**config.mk**
```make
export PLATFORM = sky130hd
export DESIGN_NAME = id_ex_stage
export DESIGN_NICKNAME = d
export VERILOG_FILES = /design/src/rtl/pipeline_pkg.sv /design/src/rtl/hazard_detect.sv /design/src/rtl/id_ex_stage.sv
export SDC_FILE = /design/constraint.sdc
export NUM_CORES = 1
export LEC_CHECK = 0
export CAP_MARGIN = 10
export CORE_UTILIZATION = 48
export DETAILED_ROUTE_END_ITERATION = 8
export GPL_TIMING_DRIVEN = 0
export PLACE_DENSITY_LB_ADDON = 0.1
export SLEW_MARGIN = 20
export SYNTH_ARGS = -nofsm -noshare
export SYNTH_HDL_FRONTEND = slang
export SYNTH_SLANG_ARGS = --single-unit
```
**constraint.sdc**
```tcl
create_clock -name clk -period 3.25 [get_ports clk]
set_input_delay 0.65 -clock clk [delete_from_list [all_inputs] [get_ports clk]]
set_output_delay 0.65 -clock clk [all_outputs]
set_load 0.01 [all_outputs]
```
**src/rtl/pipeline_pkg.sv**
```systemverilog
`default_nettype none
// ============================================================================
// Module : pipeline_pkg
// Desc   : Shared widths, ALUOp encodings and the ID/EX control bundle.
// Rev    : 1.0
// ============================================================================
package pipeline_pkg;

    localparam int XLEN = 32;
    localparam int REGW = 5;

    localparam logic [1:0] ALUOP_MEM = 2'b00;
    localparam logic [1:0] ALUOP_BR  = 2'b01;
    localparam logic [1:0] ALUOP_R   = 2'b10;
    localparam logic [1:0] ALUOP_LUI = 2'b11;

    typedef struct packed {
        logic       valid;
        logic       alusrc;
        logic       memtoreg;
        logic       regwrite;
        logic       memread;
        logic       memwrite;
        logic       branch;
        logic       jalsel;
        logic       jalrsel;
        logic [1:0] aluop;
    } ctrl_t;

    localparam ctrl_t CTRL_BUBBLE = '0;

endpackage
`default_nettype wire

```
**src/rtl/hazard_detect.sv**
```systemverilog
`default_nettype none
// ============================================================================
// Module : hazard_detect
// Desc   : Combinational load-use hazard detection and upstream stall.
// Rev    : 1.0
// ============================================================================
module hazard_detect #(
    parameter int REGW = 5
) (
    input  logic            id_valid,
    input  logic [REGW-1:0] id_rs1,
    input  logic [REGW-1:0] id_rs2,
    input  logic            id_alusrc,
    input  logic            id_memwrite,
    input  logic            id_jalsel,
    input  logic            id_jalrsel,
    input  logic [1:0]      id_aluop,
    input  logic            ex_valid,
    input  logic            ex_memread,
    input  logic [REGW-1:0] ex_rd,
    input  logic            flush_i,
    input  logic            ex_hold_i,
    output logic            load_use,
    output logic            stall_o
);
    import pipeline_pkg::*;

    logic rs1_used;
    logic rs2_used;

    // LUI and JAL carry no rs1; stores read rs2 even though ALUSrc selects imm
    assign rs1_used = !(id_aluop == ALUOP_LUI) && !(id_jalsel && !id_jalrsel);
    assign rs2_used = (!id_alusrc && !id_jalsel) || id_memwrite;

    assign load_use = id_valid && ex_valid && ex_memread && (ex_rd != '0) &&
                      ((rs1_used && (ex_rd == id_rs1)) ||
                       (rs2_used && (ex_rd == id_rs2)));

    assign stall_o = ex_hold_i || (load_use && !flush_i);

endmodule
`default_nettype wire

```
**src/rtl/id_ex_stage.sv**
```systemverilog
`default_nettype none
// ============================================================================
// Module : id_ex_stage
// Desc   : ID/EX pipeline register with load-use bubble, flush and hold.
//          Optional counters enabled by ID_EX_PERF_CNT_EN.
// Rev    : 1.0
// ============================================================================
module id_ex_stage #(
    parameter int XLEN = pipeline_pkg::XLEN,
    parameter int REGW = pipeline_pkg::REGW
) (
    input  logic            clk,
    input  logic            reset,
    input  logic            id_valid,
    input  logic            id_alusrc,
    input  logic            id_memtoreg,
    input  logic            id_regwrite,
    input  logic            id_memread,
    input  logic            id_memwrite,
    input  logic            id_branch,
    input  logic            id_jalsel,
    input  logic            id_jalrsel,
    input  logic [1:0]      id_aluop,
    input  logic [XLEN-1:0] id_pc,
    input  logic [XLEN-1:0] id_rd1,
    input  logic [XLEN-1:0] id_rd2,
    input  logic [XLEN-1:0] id_imm,
    input  logic [REGW-1:0] id_rs1,
    input  logic [REGW-1:0] id_rs2,
    input  logic [REGW-1:0] id_rd,
    input  logic [2:0]      id_funct3,
    input  logic [6:0]      id_funct7,
    input  logic            flush_i,
    input  logic            ex_hold_i,
    output logic            ex_valid,
    output logic            ex_alusrc,
    output logic            ex_memtoreg,
    output logic            ex_regwrite,
    output logic            ex_memread,
    output logic            ex_memwrite,
    output logic            ex_branch,
    output logic            ex_jalsel,
    output logic            ex_jalrsel,
    output logic [1:0]      ex_aluop,
    output logic [XLEN-1:0] ex_pc,
    output logic [XLEN-1:0] ex_rd1,
    output logic [XLEN-1:0] ex_rd2,
    output logic [XLEN-1:0] ex_imm,
    output logic [REGW-1:0] ex_rs1,
    output logic [REGW-1:0] ex_rs2,
    output logic [REGW-1:0] ex_rd,
    output logic [2:0]      ex_funct3,
    output logic [6:0]      ex_funct7,
`ifdef ID_EX_PERF_CNT_EN
    output logic [31:0]     bubble_cnt,
    output logic [31:0]     flush_cnt,
`endif
    output logic            stall_o
);
    import pipeline_pkg::*;

    ctrl_t id_ctrl;
    ctrl_t ex_ctrl;
    logic  load_use;

    // An invalid slot is turned into a bubble so it can never write state
    always_comb begin
        id_ctrl = CTRL_BUBBLE;
        if (id_valid) begin
            id_ctrl.valid    = 1'b1;
            id_ctrl.alusrc   = id_alusrc;
            id_ctrl.memtoreg = id_memtoreg;
            id_ctrl.regwrite = id_regwrite;
            id_ctrl.memread  = id_memread;
            id_ctrl.memwrite = id_memwrite;
            id_ctrl.branch   = id_branch;
            id_ctrl.jalsel   = id_jalsel;
            id_ctrl.jalrsel  = id_jalrsel;
            id_ctrl.aluop    = id_aluop;
        end
    end

    hazard_detect #(
        .REGW (REGW)
    ) u_hazard_detect (
        .id_valid    (id_valid),
        .id_rs1      (id_rs1),
        .id_rs2      (id_rs2),
        .id_alusrc   (id_alusrc),
        .id_memwrite (id_memwrite),
        .id_jalsel   (id_jalsel),
        .id_jalrsel  (id_jalrsel),
        .id_aluop    (id_aluop),
        .ex_valid    (ex_ctrl.valid),
        .ex_memread  (ex_ctrl.memread),
        .ex_rd       (ex_rd),
        .flush_i     (flush_i),
        .ex_hold_i   (ex_hold_i),
        .load_use    (load_use),
        .stall_o     (stall_o)
    );

    always_ff @(posedge clk) begin
        if (reset || flush_i) begin
            ex_ctrl   <= CTRL_BUBBLE;
            ex_pc     <= '0;
            ex_rd1    <= '0;
            ex_rd2    <= '0;
            ex_imm    <= '0;
            ex_rs1    <= '0;
            ex_rs2    <= '0;
            ex_rd     <= '0;
            ex_funct3 <= '0;
            ex_funct7 <= '0;
        end else if (!ex_hold_i) begin
            if (load_use) begin
                // Data fields are don't-care under a bubble; leave them alone
                ex_ctrl <= CTRL_BUBBLE;
            end else begin
                ex_ctrl   <= id_ctrl;
                ex_pc     <= id_pc;
                ex_rd1    <= id_rd1;
                ex_rd2    <= id_rd2;
                ex_imm    <= id_imm;
                ex_rs1    <= id_rs1;
                ex_rs2    <= id_rs2;
                ex_rd     <= id_rd;
                ex_funct3 <= id_funct3;
                ex_funct7 <= id_funct7;
            end
        end
    end

    assign ex_valid    = ex_ctrl.valid;
    assign ex_alusrc   = ex_ctrl.alusrc;
    assign ex_memtoreg = ex_ctrl.memtoreg;
    assign ex_regwrite = ex_ctrl.regwrite;
    assign ex_memread  = ex_ctrl.memread;
    assign ex_memwrite = ex_ctrl.memwrite;
    assign ex_branch   = ex_ctrl.branch;
    assign ex_jalsel   = ex_ctrl.jalsel;
    assign ex_jalrsel  = ex_ctrl.jalrsel;
    assign ex_aluop    = ex_ctrl.aluop;

`ifdef ID_EX_PERF_CNT_EN
    always_ff @(posedge clk) begin
        if (reset) begin
            bubble_cnt <= '0;
            flush_cnt  <= '0;
        end else begin
            if (flush_i && (flush_cnt != '1)) begin
                flush_cnt <= flush_cnt + 32'd1;
            end
            if (!flush_i && !ex_hold_i && load_use && (bubble_cnt != '1)) begin
                bubble_cnt <= bubble_cnt + 32'd1;
            end
        end
    end
`endif

endmodule
`default_nettype wire

```
==> results of run 1 <==
## how the worst min path moves through the flow
stage / endpoint / slack, ns / startpoint
6_report: ex_aluop[1] / 0.47 / ex_aluop[1]
5_1_grt: ex_aluop[1] / 0.48 / ex_aluop[1]
4_1_cts: ex_aluop[1] / 0.48 / ex_aluop[1]
3_5_place_dp: ex_memwrite / 0.46 / ex_memwrite
3_3_place_gp: ex_memtoreg / 0.46 / ex_memtoreg
2_1_floorplan: ex_pc[2] / 0.51 / ex_pc[2]
## registers in the layout (all words and copies together), names as in the netlist, 2 cells and up
signal / flops
ex_funct3: 3
ex_rs1: 5
ex_aluop: 2
ex_rd2: 32
ex_imm: 32
ex_pc: 32
ex_rd1: 32
ex_funct7: 7
ex_rd: 5
ex_rs2: 5
## power by group through the flow
stage          logic (W)  registers (W)  clock network (W)
2_1_floorplan   0.000353        0.00232                  0
3_3_place_gp    0.000975        0.00228                  0
3_5_place_dp    0.000983        0.00228                  0
4_1_cts         0.000995        0.00224            0.00219
5_1_grt          0.00108        0.00226            0.00229
6_report         0.00101        0.00224            0.00219
## kinds of logic after synthesis
group	after synthesis	synth area share [%]
simple gates	624	37.63
compound gates	170	17.18
flops	164	37.32
buf+inv	155	6.883
xor+xnor	10	0.9955
## metal layers
layer  wire, um  track usage, %  vias to the layer above
li1           -               -                     5108
met1      13210           45.11                     5234
met2      16100           56.17                      690
met3       3460           6.733                       94
met4       1298           14.35                        0
met5          0               0                        -
## synth_stat cells
master and count:
and3_1 153, buf_1 1, a31o_2 1, dfxtp_1 164, and4_1 1, nor3_1 1
o32ai_4 1, or2_2 1, nand4_1 154, a32oi_1 153, o2111ai_1 1, buf_2 19
nand3_1 153, nand2_1 157, xnor2_1 9, o2111a_1 1, a22o_1 10, o31ai_1 1
xor2_1 1, o32a_1 1, inv_1 2, nor2_1 4, clkbuf_1 133, a221o_1 1
## cell type report
cell class | instances | share of cell area (%)
sequential | 164 | 25.11
buffer | 152 | 4.660
inverter | 2 | 0.05741
clock buffer | 21 | 3.445
clock inverter | 11 | 1.340
tap | 229 | 2.191
timing repair buffer | 336 | 25.60
multi-input combinational | 804 | 37.58
antenna | 1 | 0.01914
## worst reg2reg max path, cell delays in order, from the launching register on
cell,delay (ns)
dfxtp_1,0.51
xor2_1,0.12
a221o_1,0.30
buf_4,0.15
o32ai_4,0.60
buf_2,0.37
buf_2,0.27
nand4_1,0.13
nand3_1,0.13
## what timing repair did
action | CTS | global route
setup endpoints to repair | 1 | 1
endpoints found under the hold margin | 0 | 0
gates resized for setup | 9 | 2
setup buffers | 3 | 1
pin swaps | 2 | 1
## metrics by stage
step / hold WS (ns) / cells / setup WS (ns) / total power, W / utilization, %
after floorplan: 0.5085 / 1123 / 0.4630 / 0.002670 / -
after global placement: 0.4555 / 1684 / -0.7561 / 0.003253 / 69.07
after detailed placement: 0.4564 / 1684 / -0.7583 / 0.003265 / 69.07
after CTS: 0.4758 / 1718 / 0.01340 / 0.005423 / 72.75
after global routing: 0.4849 / 1719 / 0.01836 / 0.005617 / 72.78
final: 0.4719 / 1720 / 0.07598 / 0.005440 / 72.79
==> results.cfg, run 1 <==
[grt]
grt_overflow = 0
track_usage_pct = 34.75
antenna_found_initial = 1
grt_pass1_vias = 9870
grt_pass1_wl_mm = 51.58
grt_max_degree = 19

[timing]
clock_skew_ns = 0.01129
rsz0062_at_grt = no
relSlewSlack_pct = 36.30
tns_ns = 0
tightestPinTransition_ns = 0.9520
fmax_mhz = 315.1
period_needed_ns = 3.174
final.period_utilization_pct = 97.66
finalHoldViolations = 0
final_max_slew_viol_count = 0
setup_violations = 0

[clock_tree]
numCtsBuffers = 17
path_clk_slew_ns = 0.06
cts_sinks = 164
clockBufferDepth = 2
cts_root_buffer = clkbuf_16
hold_buffers = 0
cts_tree = yes
cts_max_level = 4
clkLatencyLatePin_ns = 0.43

[worst_setup_path]
worst_setup_path_start_kind = input pin
arrival_ns = 2.52
cp_top_family = compound AO/OA/AOI/OAI gates
worstSetupStartpoint = id_jalrsel
cp-end-kind = primary output
required_ns = 2.60
worstPathMaxFanout = 2
timing.rr.end = ex_rd2[24]
path_class = in -> out
path_buf_inv = 4
critical_path.max_stage_delay_ns = 0.51
worstPathCellList = clkdlybuf4s50_1, inv_1, a221o_1, o32a_1, buf_12, o31ai_2, buf_2
cpMaxStageDelayCell = clkdlybuf4s50_1
crit_end = stall_o
rr_startpoint = ex_rd[1]
rr_worst_depth = 8
cp.depth = 7
r2r_slack_ns = 0.61

[finish]
layout_commonest_cell = clkdlybuf4s50_1
stdcell_area_um2 = 13080
seqCellArea_um2 = 3283
multiInputGateArea_um2 = 4915
layout-drive-gt1-share_pct = 3.826
syn2layout_area_growth_pct = 48.62
fillers = 1468
final_cell_mix = clkdlybuf4s50_1, dfxtp_1, nand2_1, nand4_1
nNetsFinal = 1645

[floorplan]
design.core.area_um2 = 17960
pin_count = 333
die_w_um = 137.4
start_util_pct = 48.98
row_count = 49
die_y_um = 137.4
die_area_um2 = 18880

[yosys]
syn-mean-instance-area_um2 = 7.835
mappedNetlistNets = 1291
synth_cells = 1123
yosysUniqueCellTypes = 24
synth.cell_area_um2 = 8798
synth.top_cell.area_share_pct = 37.32
synth_area_leaders = dfxtp_1, a32oi_1, nand4_1, and3_1, nand3_1
seq_area_frac_synth_pct = 37.32
ys_ff_latch = 164
synth_warnings = 0
synth_top_cell_by_area = dfxtp_1

[detailed_routing]
vias_per_cell = 6.469
drt_wl_total_mm = 34.07
detail_route.iter0.violations = 953
drc_errors = 0
wl_per_cell_um = 19.81
firstDrtPassIters = 6
ant_nets = 0
vias = 11126

[placed_design]
port_buffers = 332
dp_hpwl_mm = 23.75
place.gp.congestion = 0.8706
place_area_um2 = 12410

[worst_hold_path]
holdPathStages = 1
hp-class = reg -> reg

[pwr]
powerDensity_nw_per_um2 = 416.1
combinationalPowerShare_pct = 18.5
p_clk_share_pct = 40.2
p_seq_share_pct = 41.3
switching_share_pct = 26.93
vdd_drop_max_mv = 0.4125
leakagePower_nw = 5.320
p_int_w = 0.003975
switchingPower_w = 0.001465

[run]
drv_cap = 0

[run_status]
status = completed
Power figures use the tool's default switching activity.
==> inputs of run 2 (changes only) <==
CORE_UTILIZATION = 23   (was 48)
==> results.cfg, run 2 (same netlist as run 1, synthesis figures left out) <==
[timing]
finalHoldViolations = 0
clock_skew_ns = 0.01200
period_needed_ns = 3.176
final_max_slew_viol_count = 0
setup_violations = 0
rsz0062_at_grt = no
final.period_utilization_pct = 97.72
relSlewSlack_pct = 37.63
fmax_mhz = 314.9
tightestPinTransition_ns = 0.9321
fin_ws_ns = 0.07417

[worst_setup_path]
worstPathMaxFanout = 2
required_ns = 2.60
rr_worst_depth = 8
worstPathCellList = clkdlybuf4s50_1, inv_1, a221o_1, o32a_1, buf_12, o31ai_1, buf_2
path_class = in -> out
cpMaxStageDelayCell = clkdlybuf4s50_1
critical_path.max_stage_delay_ns = 0.52
worst_setup_path_start_kind = input pin
cp-end-kind = primary output
arrival_ns = 2.53

[clock_tree]
path_clk_slew_ns = 0.07
cts_tree = yes
clkLatencyLatePin_ns = 0.45
cts_max_level = 4
numCtsBuffers = 17
cts_sinks = 164
cts_root_buffer = clkbuf_16
clockBufferDepth = 2

[finish]
syn2layout_area_growth_pct = 51.98
layout_commonest_cell = clkdlybuf4s50_1
final_cell_mix = clkdlybuf4s50_1, dfxtp_1, nand2_1, nand4_1
nNetsFinal = 1645
layout-drive-gt1-share_pct = 3.696

[pwr]
powerDensity_nw_per_um2 = 401.4
combinationalPowerShare_pct = 19.2
p_seq_share_pct = 41.8
p_clk_share_pct = 38.9
leakagePower_nw = 5.310
switching_share_pct = 28.74
switchingPower_w = 0.001543
p_int_w = 0.003824
vdd_drop_max_mv = 0.3641
p_total_w = 0.005367

[detailed_routing]
vias_per_cell = 5.376
ant_nets = 0
vias = 10757
firstDrtPassIters = 5
drc_errors = 0
drt_wl_total_mm = 42.10
wl_per_cell_um = 21.04
detail_route.iter0.violations = 765

[grt]
grt_pass1_vias = 10514
grt_max_degree = 19
antenna_found_initial = 5
track_usage_pct = 20.93
grt_overflow = 0
grt_pass1_wl_mm = 63.03

[placed_design]
place.gp.congestion = 0.7989
dp_slack_ns = -0.8527
dp_hpwl_mm = 29.46
port_buffers = 332

[worst_hold_path]
hp-class = reg -> reg
holdPathStages = 1

[run_status]
status = completed

[run]
drv_cap = 0

[floorplan]
die_w_um = 197.6
row_count = 71
die_y_um = 197.6
die_area_um2 = 39040
pin_count = 333
design.core.area_um2 = 37670
start_util_pct = 23.36
## run 2: changes by cell type in the layout (fill, tap and decap cells not counted), sizes merged
cell / previous run / this run
diode: 1 / 2
inv: 4 / 2
clkinv: 3 / 7
clkinvlp: 2 / 0
bufinv: 4 / 2
dlygate4sd2: 1 / 0
dlymetal6s2s: 0 / 1
## run 2: path summary, 6_finish.rpt
kind | startpoint | to | slack [ns]
worst max-delay path | id_jalrsel | stall_o | 0.07
worst max register to register | ex_rd[1] | ex_rd1[11] | 0.52
worst min-delay path | ex_jalsel | ex_jalsel | 0.49
worst min register to register | ex_jalsel | ex_jalsel | 0.49
## run 2: final cells by class
| cell class | count | area, um2 |
|---|---|---|
| clock inverters | 9 | 106.4 |
| repair buffers | 336 | 3351 |
| plain buffers | 152 | 609.3 |
| flip-flops and latches | 164 | 3283 |
| fillers | 3967 | 24290 |
| clock buffers | 21 | 460.4 |
| well taps | 511 | 639.4 |
| inverters | 2 | 7.507 |
| multi-input cells | 804 | 4910 |
| diodes | 2 | 5.005 |
## run 2: layer usage
layer  up-vias  share of wire [%]  track usage [%]
met4         4                1.3            5.656
li1       5100                  -                -
met1      5206                 44            27.58
met3        29                8.1            5.839
met5         -              0.062                0
met2       418                 46            33.27
## run 2: power groups by stage
stage	combinational, W	clock [W]	sequential, W
final	0.00103	0.00209	0.00225
after global routing	0.00111	0.00222	0.00226
after CTS	0.00103	0.00215	0.00224
after detailed placement	0.00103	0	0.00229
after global placement	0.00103	0	0.00229
after floorplan	0.000353	0	0.00232
## run 2: repair_timing
action | CTS | global route
buffers inserted | 2 | 2
endpoints found under the setup margin | 1 | 1
pin swaps | 1 | 2
cloned | 0 | 0
hold buffers | 0 | 0
gates resized for setup | 10 | 1
## run 2: stage by stage
stage                     utilization, %  area, um2  instances  hold WS (ns)  TNS [ns]
after floorplan                        -       8798       1123        0.5085         0
after global placement             33.88      12760       1966        0.4582    -19.42
after detailed placement           33.88      12760       1966        0.4603    -22.66
after CTS                          35.44      13350       1997        0.4820         0
after global routing               35.50      13370       2001        0.5070         0
final                              35.50      13370       2001        0.4858         0
## run 2: critical path, delay by kind of cell
family	cells	cell delay (ns)
buffers and inverters	4	0.93
AO/OA/AOI/OAI	3	0.93
